--- src/rtl/dcache_wb_buffer_pkg.sv ---
// ============================================================================
// Module : dcache_wb_buffer_pkg
// Brief  : Shared cache definitions used by the dcache write-back path:
//          line geometry, AXI size/burst encodings, AXI ID assignments and
//          the write-back buffer state encoding.
// Rev    : 1.0  initial release
// ============================================================================
`default_nettype none

package dcache_wb_buffer_pkg;

  // Line geometry (32 B line, byte offset in addr[4:0])
  localparam int LINE_WORDS_DEFAULT = 8;
  localparam int OFFSET_BITS        = 5;

  // AXI encodings
  localparam logic [2:0] AXI_SIZE_4B    = 3'b010;
  localparam logic [1:0] AXI_BURST_INCR = 2'b01;
  localparam logic [3:0] AXI_STRB_ALL   = 4'hF;
  localparam logic [1:0] AXI_RESP_OKAY  = 2'b00;

  // AXI ID assignments per requester
  localparam logic [3:0] AXI_ID_ICACHE   = 4'd0;
  localparam logic [3:0] AXI_ID_DCACHE_RD = 4'd0;
  localparam logic [3:0] AXI_ID_DCACHE_WB = 4'd1;

  // Write-back buffer FSM
  typedef enum logic [1:0] {
    WB_IDLE = 2'd0,
    WB_SEND = 2'd1,
    WB_RESP = 2'd2
  } wb_state_e;

endpackage

`default_nettype wire

--- src/rtl/dcache_wb_axi_w.sv ---
// ============================================================================
// Module : dcache_wb_axi_w
// Brief  : W-channel beat counter for the write-back buffer. Selects the word
//          being offered and flags the final beat of the burst.
// Ports  : clk, resetn  - clock / async active-low reset
//          start        - clear counter (new line accepted)
//          beat         - W handshake this cycle (wvalid & wready)
//          cnt          - index of the word currently offered
//          last         - cnt addresses the final word of the line
// Rev    : 1.0  initial release
// ============================================================================
`default_nettype none

module dcache_wb_axi_w #(
  parameter int LINE_WORDS = 8,
  localparam int CNT_W     = $clog2(LINE_WORDS)
) (
  input  logic             clk,
  input  logic             resetn,
  input  logic             start,
  input  logic             beat,
  output logic [CNT_W-1:0] cnt,
  output logic             last
);

  logic [CNT_W-1:0] cnt_q, cnt_d;

  always_comb begin
    cnt_d = cnt_q;
    if (start) begin
      cnt_d = '0;
    end else if (beat) begin
      // Wraps to zero after the last beat; harmless since wvalid is then low.
      cnt_d = cnt_q + 1'b1;
    end
  end

  always_ff @(posedge clk or negedge resetn) begin
    if (!resetn) begin
      cnt_q <= '0;
    end else begin
      cnt_q <= cnt_d;
    end
  end

  assign cnt  = cnt_q;
  assign last = (cnt_q == CNT_W'(LINE_WORDS - 1));

endmodule

`default_nettype wire

--- src/rtl/dcache_wb_buffer.sv ---
// ============================================================================
// Module : dcache_wb_buffer
// Brief  : Single-line write-back buffer. Captures an evicted dirty line and
//          drains it as one AXI INCR write burst, while exposing a line
//          address match so the dcache can stall a miss to the victim line.
// Ports  : clk, resetn                    - clock / async active-low reset
//          wb_valid, wb_ready, wb_addr,
//          wb_data                        - victim line hand-off from dcache
//          chk_addr, chk_hit              - in-flight line address match
//          busy                           - line held until B handshake
//          bus_err                        - pulse on non-OKAY B response
//          aw*, w*, b*                    - AXI write address/data/response
// Rev    : 1.0  initial release
// ============================================================================
`default_nettype none

import dcache_wb_buffer_pkg::*;

module dcache_wb_buffer #(
  parameter int         LINE_WORDS = LINE_WORDS_DEFAULT,
  parameter logic [3:0] AXI_ID     = AXI_ID_DCACHE_WB
) (
  input  logic                    clk,
  input  logic                    resetn,
  // dcache side
  input  logic                    wb_valid,
  output logic                    wb_ready,
  input  logic [31:0]             wb_addr,
  input  logic [32*LINE_WORDS-1:0] wb_data,
  input  logic [31:0]             chk_addr,
  output logic                    chk_hit,
  output logic                    busy,
  output logic                    bus_err,
  // AXI AW
  output logic [3:0]              awid,
  output logic [31:0]             awaddr,
  output logic [7:0]              awlen,
  output logic [2:0]              awsize,
  output logic [1:0]              awburst,
  output logic                    awvalid,
  input  logic                    awready,
  // AXI W
  output logic [3:0]              wid,
  output logic [31:0]             wdata,
  output logic [3:0]              wstrb,
  output logic                    wlast,
  output logic                    wvalid,
  input  logic                    wready,
  // AXI B
  input  logic [3:0]              bid,
  input  logic [1:0]              bresp,
  input  logic                    bvalid,
  output logic                    bready
);

  localparam int CNT_W = $clog2(LINE_WORDS);

  wb_state_e                        state_q, state_d;
  logic [31:0]                      addr_q, addr_d;
  logic [LINE_WORDS-1:0][31:0]      line_q, line_d;
  logic                             aw_pend_q, aw_pend_d;
  logic                             w_pend_q, w_pend_d;

  logic [CNT_W-1:0]                 cnt;
  logic                             last_word;
  logic                             beat_start;
  logic                             aw_hs;
  logic                             w_hs;

  assign aw_hs = aw_pend_q & awready;
  assign w_hs  = w_pend_q & wready;

  dcache_wb_axi_w #(
    .LINE_WORDS (LINE_WORDS)
  ) u_axi_w (
    .clk    (clk),
    .resetn (resetn),
    .start  (beat_start),
    .beat   (w_hs),
    .cnt    (cnt),
    .last   (last_word)
  );

  always_comb begin
    state_d    = state_q;
    addr_d     = addr_q;
    line_d     = line_q;
    beat_start = 1'b0;
    // AW and W retire independently; each pending flag drops after its own
    // final handshake and never re-arms until the next line is accepted.
    aw_pend_d  = aw_pend_q & ~aw_hs;
    w_pend_d   = w_pend_q & ~(w_hs & last_word);

    case (state_q)
      WB_IDLE: begin
        if (wb_valid) begin
          addr_d     = {wb_addr[31:OFFSET_BITS], {OFFSET_BITS{1'b0}}};
          line_d     = wb_data;
          aw_pend_d  = 1'b1;
          w_pend_d   = 1'b1;
          beat_start = 1'b1;
          state_d    = WB_SEND;
        end
      end
      WB_SEND: begin
        // Covers AW-first, W-first and both completing in the same cycle.
        if (!aw_pend_d && !w_pend_d) begin
          state_d = WB_RESP;
        end
      end
      WB_RESP: begin
        if (bvalid) begin
          state_d = WB_IDLE;
        end
      end
      default: begin
        state_d = WB_IDLE;
      end
    endcase
  end

  always_ff @(posedge clk or negedge resetn) begin
    if (!resetn) begin
      state_q   <= WB_IDLE;
      addr_q    <= '0;
      line_q    <= '0;
      aw_pend_q <= 1'b0;
      w_pend_q  <= 1'b0;
    end else begin
      state_q   <= state_d;
      addr_q    <= addr_d;
      line_q    <= line_d;
      aw_pend_q <= aw_pend_d;
      w_pend_q  <= w_pend_d;
    end
  end

  // dcache side
  assign wb_ready = (state_q == WB_IDLE);
  assign busy     = (state_q != WB_IDLE);
  assign chk_hit  = busy && (chk_addr[31:OFFSET_BITS] == addr_q[31:OFFSET_BITS]);
  assign bus_err  = bready && bvalid && (bresp != AXI_RESP_OKAY);

  // AXI AW
  assign awid    = AXI_ID;
  assign awaddr  = addr_q;
  assign awlen   = 8'(LINE_WORDS - 1);
  assign awsize  = AXI_SIZE_4B;
  assign awburst = AXI_BURST_INCR;
  assign awvalid = aw_pend_q;

  // AXI W
  assign wid    = AXI_ID;
  assign wdata  = line_q[cnt];
  assign wstrb  = AXI_STRB_ALL;
  assign wlast  = last_word;
  assign wvalid = w_pend_q;

  // AXI B
  assign bready = (state_q == WB_RESP);

  // Response ID and line offsets are intentionally not used.
  logic unused_inputs;
  assign unused_inputs = ^{bid, wb_addr[OFFSET_BITS-1:0], chk_addr[OFFSET_BITS-1:0]};

endmodule

`default_nettype wire

--- config.mk ---
export PLATFORM = sky130hd
export DESIGN_NAME = dcache_wb_buffer
export DESIGN_NICKNAME = d
export VERILOG_FILES = /design/src/rtl/dcache_wb_buffer_pkg.sv /design/src/rtl/dcache_wb_axi_w.sv /design/src/rtl/dcache_wb_buffer.sv
export SDC_FILE = /design/constraint.sdc
export NUM_CORES = 1
export LEC_CHECK = 0
export CORE_AREA = 2 2 166 168
export DETAILED_ROUTE_END_ITERATION = 8
export DIE_AREA = 0 0 168 170
export PLACE_DENSITY_LB_ADDON = 0.08
export SYNTH_ARGS = -nofsm -noshare
export SYNTH_HDL_FRONTEND = slang
export SYNTH_SLANG_ARGS = --single-unit
--- constraint.sdc ---
create_clock -name clk -period 2.85 [get_ports clk]
set_input_delay 0.285 -clock clk [delete_from_list [all_inputs] [get_ports clk]]
set_output_delay 0.285 -clock clk [all_outputs]
set_load 0.02 [all_outputs]
==> impl_metrics.toml, run 1 <==
[outcome]
status = "complete, no violations"

[critical_path]
worst_path_dominant_cell_family = "multiplexers"
endpoint_arrival_time_on_the_critical_path_ns = 2.50
critical_path_required_ns = 2.57
path_cells = "buf_12 -> mux4_1 -> mux2_2 -> dlygate4sd2_1"
rrSetupSlack_ns = 0.71
critical_path_buf_inv_count = 2
crit_path_top_delay_cell = "mux4_1"
worst_reg2reg_path_endpoint = "line_q[13]"
r2r_path_start = "state_q[0]"
timing.critical_path.to_type = "primary output"
r2r.worst_path.cells = 5
startpoint_type = "register"
path_class = "register to primary output"
worst-path-max-fanout = 17
timing.critical_path.slowest_cell_delay_ns = 0.63

[grt]
grt_pass1_wl_um = 58200
grt_use_met1 = 0.337
grt.met2_usage = 0.442
number_of_global_route_vias_before_repair = 11000
gr-max-usage-layer = "met2"
grt_util_all_layers = 0.260
antenna_found_initial = 8
grt.overflow.total = 0
grt_util_met3 = 0.0623
pin_count_of_the_biggest_net_entering_global_routing = 112

[route]
detail_route.iter0.violations = 803
postRouteAntennaNets = 0
drt_pre_antenna_iters = 5
drt-total-wl_um = 37100
detail_route.drc_violations = 0
route.detailed.wl_per_inst_um = 17.3
dr_total_vias = 10700
drt-vias-per-instance = 4.97

[logic_synthesis]
synth-seq-area-share = 0.540
postSynthRegisterBits = 290
synthCells = 1413
number_of_different_library_cells_in_the_post_synthesis_netlist = 28
ys.warnings.count = 0
synth.cell_area_um2 = 13400
syn-mean-instance-area_um2 = 9.51

[cells_and_area]
drive_gt1_frac = 0.0878
finalNonFillerCells = 2148
fin_util = 0.702
synthToLayoutAreaGrowth_pct = 39.2
design.final.nets = 2110

[placed_design]
numPortBuffers = 384
place_congestion = 0.855
place_inst = 2080
hpwl_after_detailed_placement_um = 25800

[sta]
layout_worst_path_cycle_share = 0.977
fmaxAchievable_mhz = 359
timing.final.setup_violations = 0
worst_slew_pin_slew_ns = 0.717
slew_viol_final = 0
timing.max_slew.rel_slack = 0.520
period_needed_ns = 2.78
number_of_hold_violations_in_the_final_report = 0
clock_skew_ns = 0.0139

[power]
ir_drop_mv = 0.572
power-per-cell-area_nw_per_um2 = 1070
leakage_nw = 9.31

[die]
die_w_um = 168
number_of_placement_rows = 60
pin_count = 429
die_area_um2 = 28600
start_util = 0.504
floorplan.die.height_um = 170
core-area_um2 = 26700

[clocking]
cts-buffers-inserted = 31
clock_path_buffers = 3
tritoncts = "built"
htree_levels = 1
clkSlewWorstSetupHoldPaths_ns = 0.06
clock_insertion_delay_worst_skew_ns = 0.55
ctsRootBufferMaster = "clkbuf_16"
cts_sinks = 290

[hold_path]
min-delay-start = "wb_data[206]"
hold_path_class = "input port to register"
hold_end = "line_q[206]"
min_path_cells = 3

[flow_run]
drv.max_cap_violation_count = 0
## worst min-delay path: cells and delay by family
kind                   cells  cell delay (ns)
buffers and inverters      1             0.39
AND/OR/NAND/NOR            2             0.09
## layout make-up
cell class                      instances  area [um^2]
Clock buffer                           41          853
Antenna cell                            7         17.5
Timing Repair Buffer                  413         4260
Sequential cell                       290         7270
Multi-Input combinational cell       1038         5650
Tap cell                              341          427
Fill cell                            2080         7940
Clock inverter                         16          238
Inverter                                2         7.51
## per-layer routing
layer | vias to the layer above | part of all wire
li1 | 5162 | -
met1 | 5128 | 0.41
met2 | 325 | 0.49
met3 | 56 | 0.071
met4 | 0 | 0.026
met5 | - | 0
## power by group
part | leakage, nW | internal (mW) | switching (mW) | total (mW)
logic | 5.18 | 4.11 | 4.25 | 8.36
registers | 3.59 | 6.08 | 1.22 | 7.30
clock network | 0.542 | 2.64 | 1.65 | 4.29
## synth_stat cells (all sizes together)
cell type / number / area share
inv: 2 / 0.00056
a21o: 1 / 0.00056
o21ai: 1 / 0.00037
nor2: 3 / 0.00084
nand2b: 2 / 0.00093
and2: 1 / 0.00047
mux4: 64 / 0.11
buf: 78 / 0.039
nor4: 5 / 0.0023
nand2: 859 / 0.24
dfrtp: 290 / 0.54
mux2: 32 / 0.027
a21oi: 2 / 0.00074
nand4: 4 / 0.0019
nor2b: 1 / 0.00047
ha: 2 / 0.0019
xnor2: 12 / 0.0078
clkbuf: 33 / 0.0092
xor2: 16 / 0.010
conb: 2 / 0.00056
o2bb2ai: 1 / 0.00065
nand3: 2 / 0.00074
## worst max-delay path by stage
stage / start / end / slack, ns / depth (start not counted)
after floorplan: awaddr[21] / chk_hit / 0.92 / 4
after global placement: chk_addr[31] / chk_hit / 0.26 / 6
after detailed placement: chk_addr[31] / chk_hit / 0.27 / 6
after CTS: u_axi_w.cnt[0] / wdata[10] / -0.005 / 4
after global routing: u_axi_w.cnt[0] / wdata[16] / -0.0009 / 4
final: u_axi_w.cnt[0] / wdata[16] / 0.07 / 4
## flip-flops by register name (all words and copies together), names as in the netlist
| signal | count |
|---|---|
| line_q | 256 |
| awaddr | 27 |
| u_axi_w.cnt | 3 |
| state_q | 2 |
| awvalid | 1 |
| wvalid | 1 |
## cell usage in the layout, fill, tap and decap left out, types with 12 or more instances in the layout
cell type	count
nand2_1	858
mux4_1	24
conb_1	30
buf_12	14
xor2_1	16
mux4_2	40
xnor2_1	12
clkdlybuf4s50_1	350
clkbuf_16	31
dfrtp_1	287
mux2_2	32
dlygate4sd2_1	31
## cells by family after synthesis
logic type | after synthesis | synth area share
flops | 290 | 0.540
fa+ha+maj | 2 | 0.00186
other cells | 2 | 0.000559
mux | 96 | 0.141
xor+xnor | 28 | 0.0182
buf+inv | 113 | 0.0485
simple gates | 877 | 0.248
compound gates | 5 | 0.00233
## what timing repair did
| action | CTS | global route |
|---|---|---|
| endpoints found under the setup margin | 33 | 14 |
| cloned | 1 | 0 |
| setup buffers | 1 | 1 |
| hold endpoints to repair | 80 | 0 |
| hold buffers | 1 | 0 |
| gates resized for setup | 34 | 4 |
## through the flow
stage | power [mW] | instance area, um^2 | setup slack [ns] | TNS, ns | hold WS, ns
global route | 21.3 | 18700 | -0.000892 | -0.000921 | 0.246
finish | 19.9 | 18700 | 0.0654 | 0 | 0.253
detailed placement | 15.9 | 17600 | 0.273 | 0 | 0.344
CTS | 20.1 | 18700 | -0.00505 | -0.00991 | 0.235
global placement | 15.7 | 17600 | 0.256 | 0 | 0.333
floorplan | 12.6 | 13500 | 0.921 | 0 | -0.0106
Power figures use the tool's default switching activity.
==> run 2, diff against run 1 <==
--- a/config.mk
+++ b/config.mk
@@ -5,10 +5,11 @@
 export SDC_FILE = /design/constraint.sdc
 export NUM_CORES = 1
 export LEC_CHECK = 0
-export CORE_AREA = 2 2 166 168
+export CORE_MARGIN = 2
+export CORE_UTILIZATION = 51
 export DETAILED_ROUTE_END_ITERATION = 8
-export DIE_AREA = 0 0 168 170
 export PLACE_DENSITY_LB_ADDON = 0.08
+export REMOVE_ABC_BUFFERS = 1
 export SYNTH_ARGS = -nofsm -noshare
 export SYNTH_HDL_FRONTEND = slang
 export SYNTH_SLANG_ARGS = --single-unit
==> run 2 against run 1 <==
Effect of this change: global-route usage down 0.61 points; sequential power down 0.5%; critical path type unchanged; clock power down 7.7%; routed wire length down 4.4%; register-to-register slack better by 0.21 ns; count of clock-buffer cells in the layout up 2; largest power group unchanged; critical path depth unchanged; combinational power down 3.0%; highest routed layer unchanged; critical endpoint is now wdata[6].
==> impl_metrics.toml, run 2 (synthesized netlist as in run 1, its figures left out) <==
[outcome]
status = "complete, no violations"

[grt]
grt_pass1_wl_um = 56700
grt.overflow.total = 0
grt_util_all_layers = 0.254
number_of_global_route_vias_before_repair = 10900
antenna_found_initial = 8
pin_count_of_the_biggest_net_entering_global_routing = 94

[power]
leakage_nw = 9.24
ir_drop_mv = 0.649
power-per-cell-area_nw_per_um2 = 1040

[cells_and_area]
layout.cells.most_common_list = "nand2_1, clkdlybuf4s50_1, dfrtp_1"
fin_util = 0.714
design.final.nets = 2103
final_cell_area_um2 = 18600
fillCellCount = 1957
largest_register_ff_count = 256
synthToLayoutAreaGrowth_pct = 38.1
mostFrequentLayoutCell = "nand2_1"
finalNonFillerCells = 2134
largest_register = "line_q"
drive_gt1_frac = 0.0837

[route]
drt-vias-per-instance = 5.00
postRouteAntennaNets = 0
drt-total-wl_um = 35500
m1WireLength_um = 14800
dr.max_layer_used = "met4"
detail_route.iter0.violations = 839
route.detailed.wl_per_inst_um = 16.6
dr_total_vias = 10700
detail_route.drc_violations = 0
met2RoutedLength_um = 17000
met3_length_um = 2670
drt_pre_antenna_iters = 7

[sta]
setup_slack_ns = 0.0849
final.hold.worst_slack_ns = 0.250
fmaxAchievable_mhz = 362
layout_worst_path_cycle_share = 0.970
slew_viol_final = 0
clock_skew_ns = 0.00682
timing.max_slew.rel_slack = 0.606
number_of_hold_violations_in_the_final_report = 0
unrepaired_setup_endpoints_after_global_routing = "false"
period_needed_ns = 2.77
worst_slew_pin_slew_ns = 0.591
timing.final.setup_violations = 0

[placed_design]
detailedPlace.worstSlack_ns = 0.251
numPortBuffers = 384
place_inst = 2069
place_congestion = 0.864
hpwl_after_detailed_placement_um = 24500
placement.cell_area_um2 = 17500

[clocking]
cts-buffers-inserted = 31
tritoncts = "built"
cts_sinks = 290
clock_path_buffers = 3
clkSlewWorstSetupHoldPaths_ns = 0.06
ctsRootBufferMaster = "clkbuf_16"
htree_levels = 1
clock_insertion_delay_worst_skew_ns = 0.55

[die]
core-area_um2 = 26000
pin_count = 429
floorplan.die.height_um = 166
die_w_um = 166
start_util = 0.517
number_of_placement_rows = 59
die_area_um2 = 27700

[critical_path]
r2r.worst_path.cells = 5
worst_reg2reg_path_endpoint = "line_q[22]"
rrSetupSlack_ns = 0.92
critical_path_required_ns = 2.57
startpoint_type = "register"
path_class = "register to primary output"
worst-path-max-fanout = 23
endpoint_arrival_time_on_the_critical_path_ns = 2.48
timing.critical_path.to_type = "primary output"
r2r_path_start = "state_q[0]"

[hold_path]
hold_path_class = "input port to register"
hold_end = "awaddr[9]"
min-delay-start = "wb_addr[9]"
min_path_cells = 3

[flow_run]
drv.max_cap_violation_count = 0
==> run 2: worst max path at each step <==
stage | startpoint | to | slack (ns) | cells after the start
2_1_floorplan | state_q[0] | u_axi_w.cnt[0] | -3.13 | 3
3_3_place_gp | u_axi_w.cnt[0] | wdata[6] | 0.29 | 4
3_5_place_dp | u_axi_w.cnt[0] | wdata[8] | 0.25 | 4
4_1_cts | u_axi_w.cnt[0] | wdata[7] | -0.08 | 4
5_1_grt | u_axi_w.cnt[0] | wdata[18] | 0.00009 | 4
6_report | u_axi_w.cnt[0] | wdata[6] | 0.08 | 4
==> run 2: repair_timing <==
item | in CTS | in global routing
endpoints found under the hold margin | 66 | 0
setup buffers | 1 | 0
hold buffers | 1 | 0
gates resized for setup | 32 | 8
setup endpoints to repair | 32 | 4
==> run 2: power breakdown <==
group | internal [mW] | switching (mW)
combinational | 4.02 | 4.09
sequential | 6.08 | 1.17
clock | 2.33 | 1.64
==> run 2: layout make-up <==
class | count | area [um^2] | share of cell area
repair buffers | 406 | 4190 | 0.226
multi-input cells | 1038 | 5650 | 0.305
diodes | 7 | 17.5 | 0.000944
flip-flops and latches | 290 | 7270 | 0.391
clock inverters | 13 | 123 | 0.00661
inverters | 2 | 7.51 | 0.000405
well taps | 335 | 419 | 0.0226
clock buffers | 43 | 881 | 0.0475
==> run 2: worst max-delay path: stages (launching register included) <==
cell	delay (ns)
dfrtp_4	0.50
buf_12	0.23
mux4_1	0.60
mux2_2	0.28
clkdlybuf4s15_1	0.32
==> run 2: per-stage QoR <==
stage          TNS [ns]  power (mW)
6_report              0        19.3
5_1_grt               0        20.6
4_1_cts         -0.0821        19.5
3_5_place_dp          0        15.8
3_3_place_gp          0        15.5
2_1_floorplan   -903.08        12.7
==> run 2: per-layer routing <==
layer | track usage | up-vias
li1 | - | 5148
met1 | 0.338 | 5134
met2 | 0.420 | 333
met3 | 0.0603 | 62
met4 | 0.0791 | 0
met5 | 0 | -
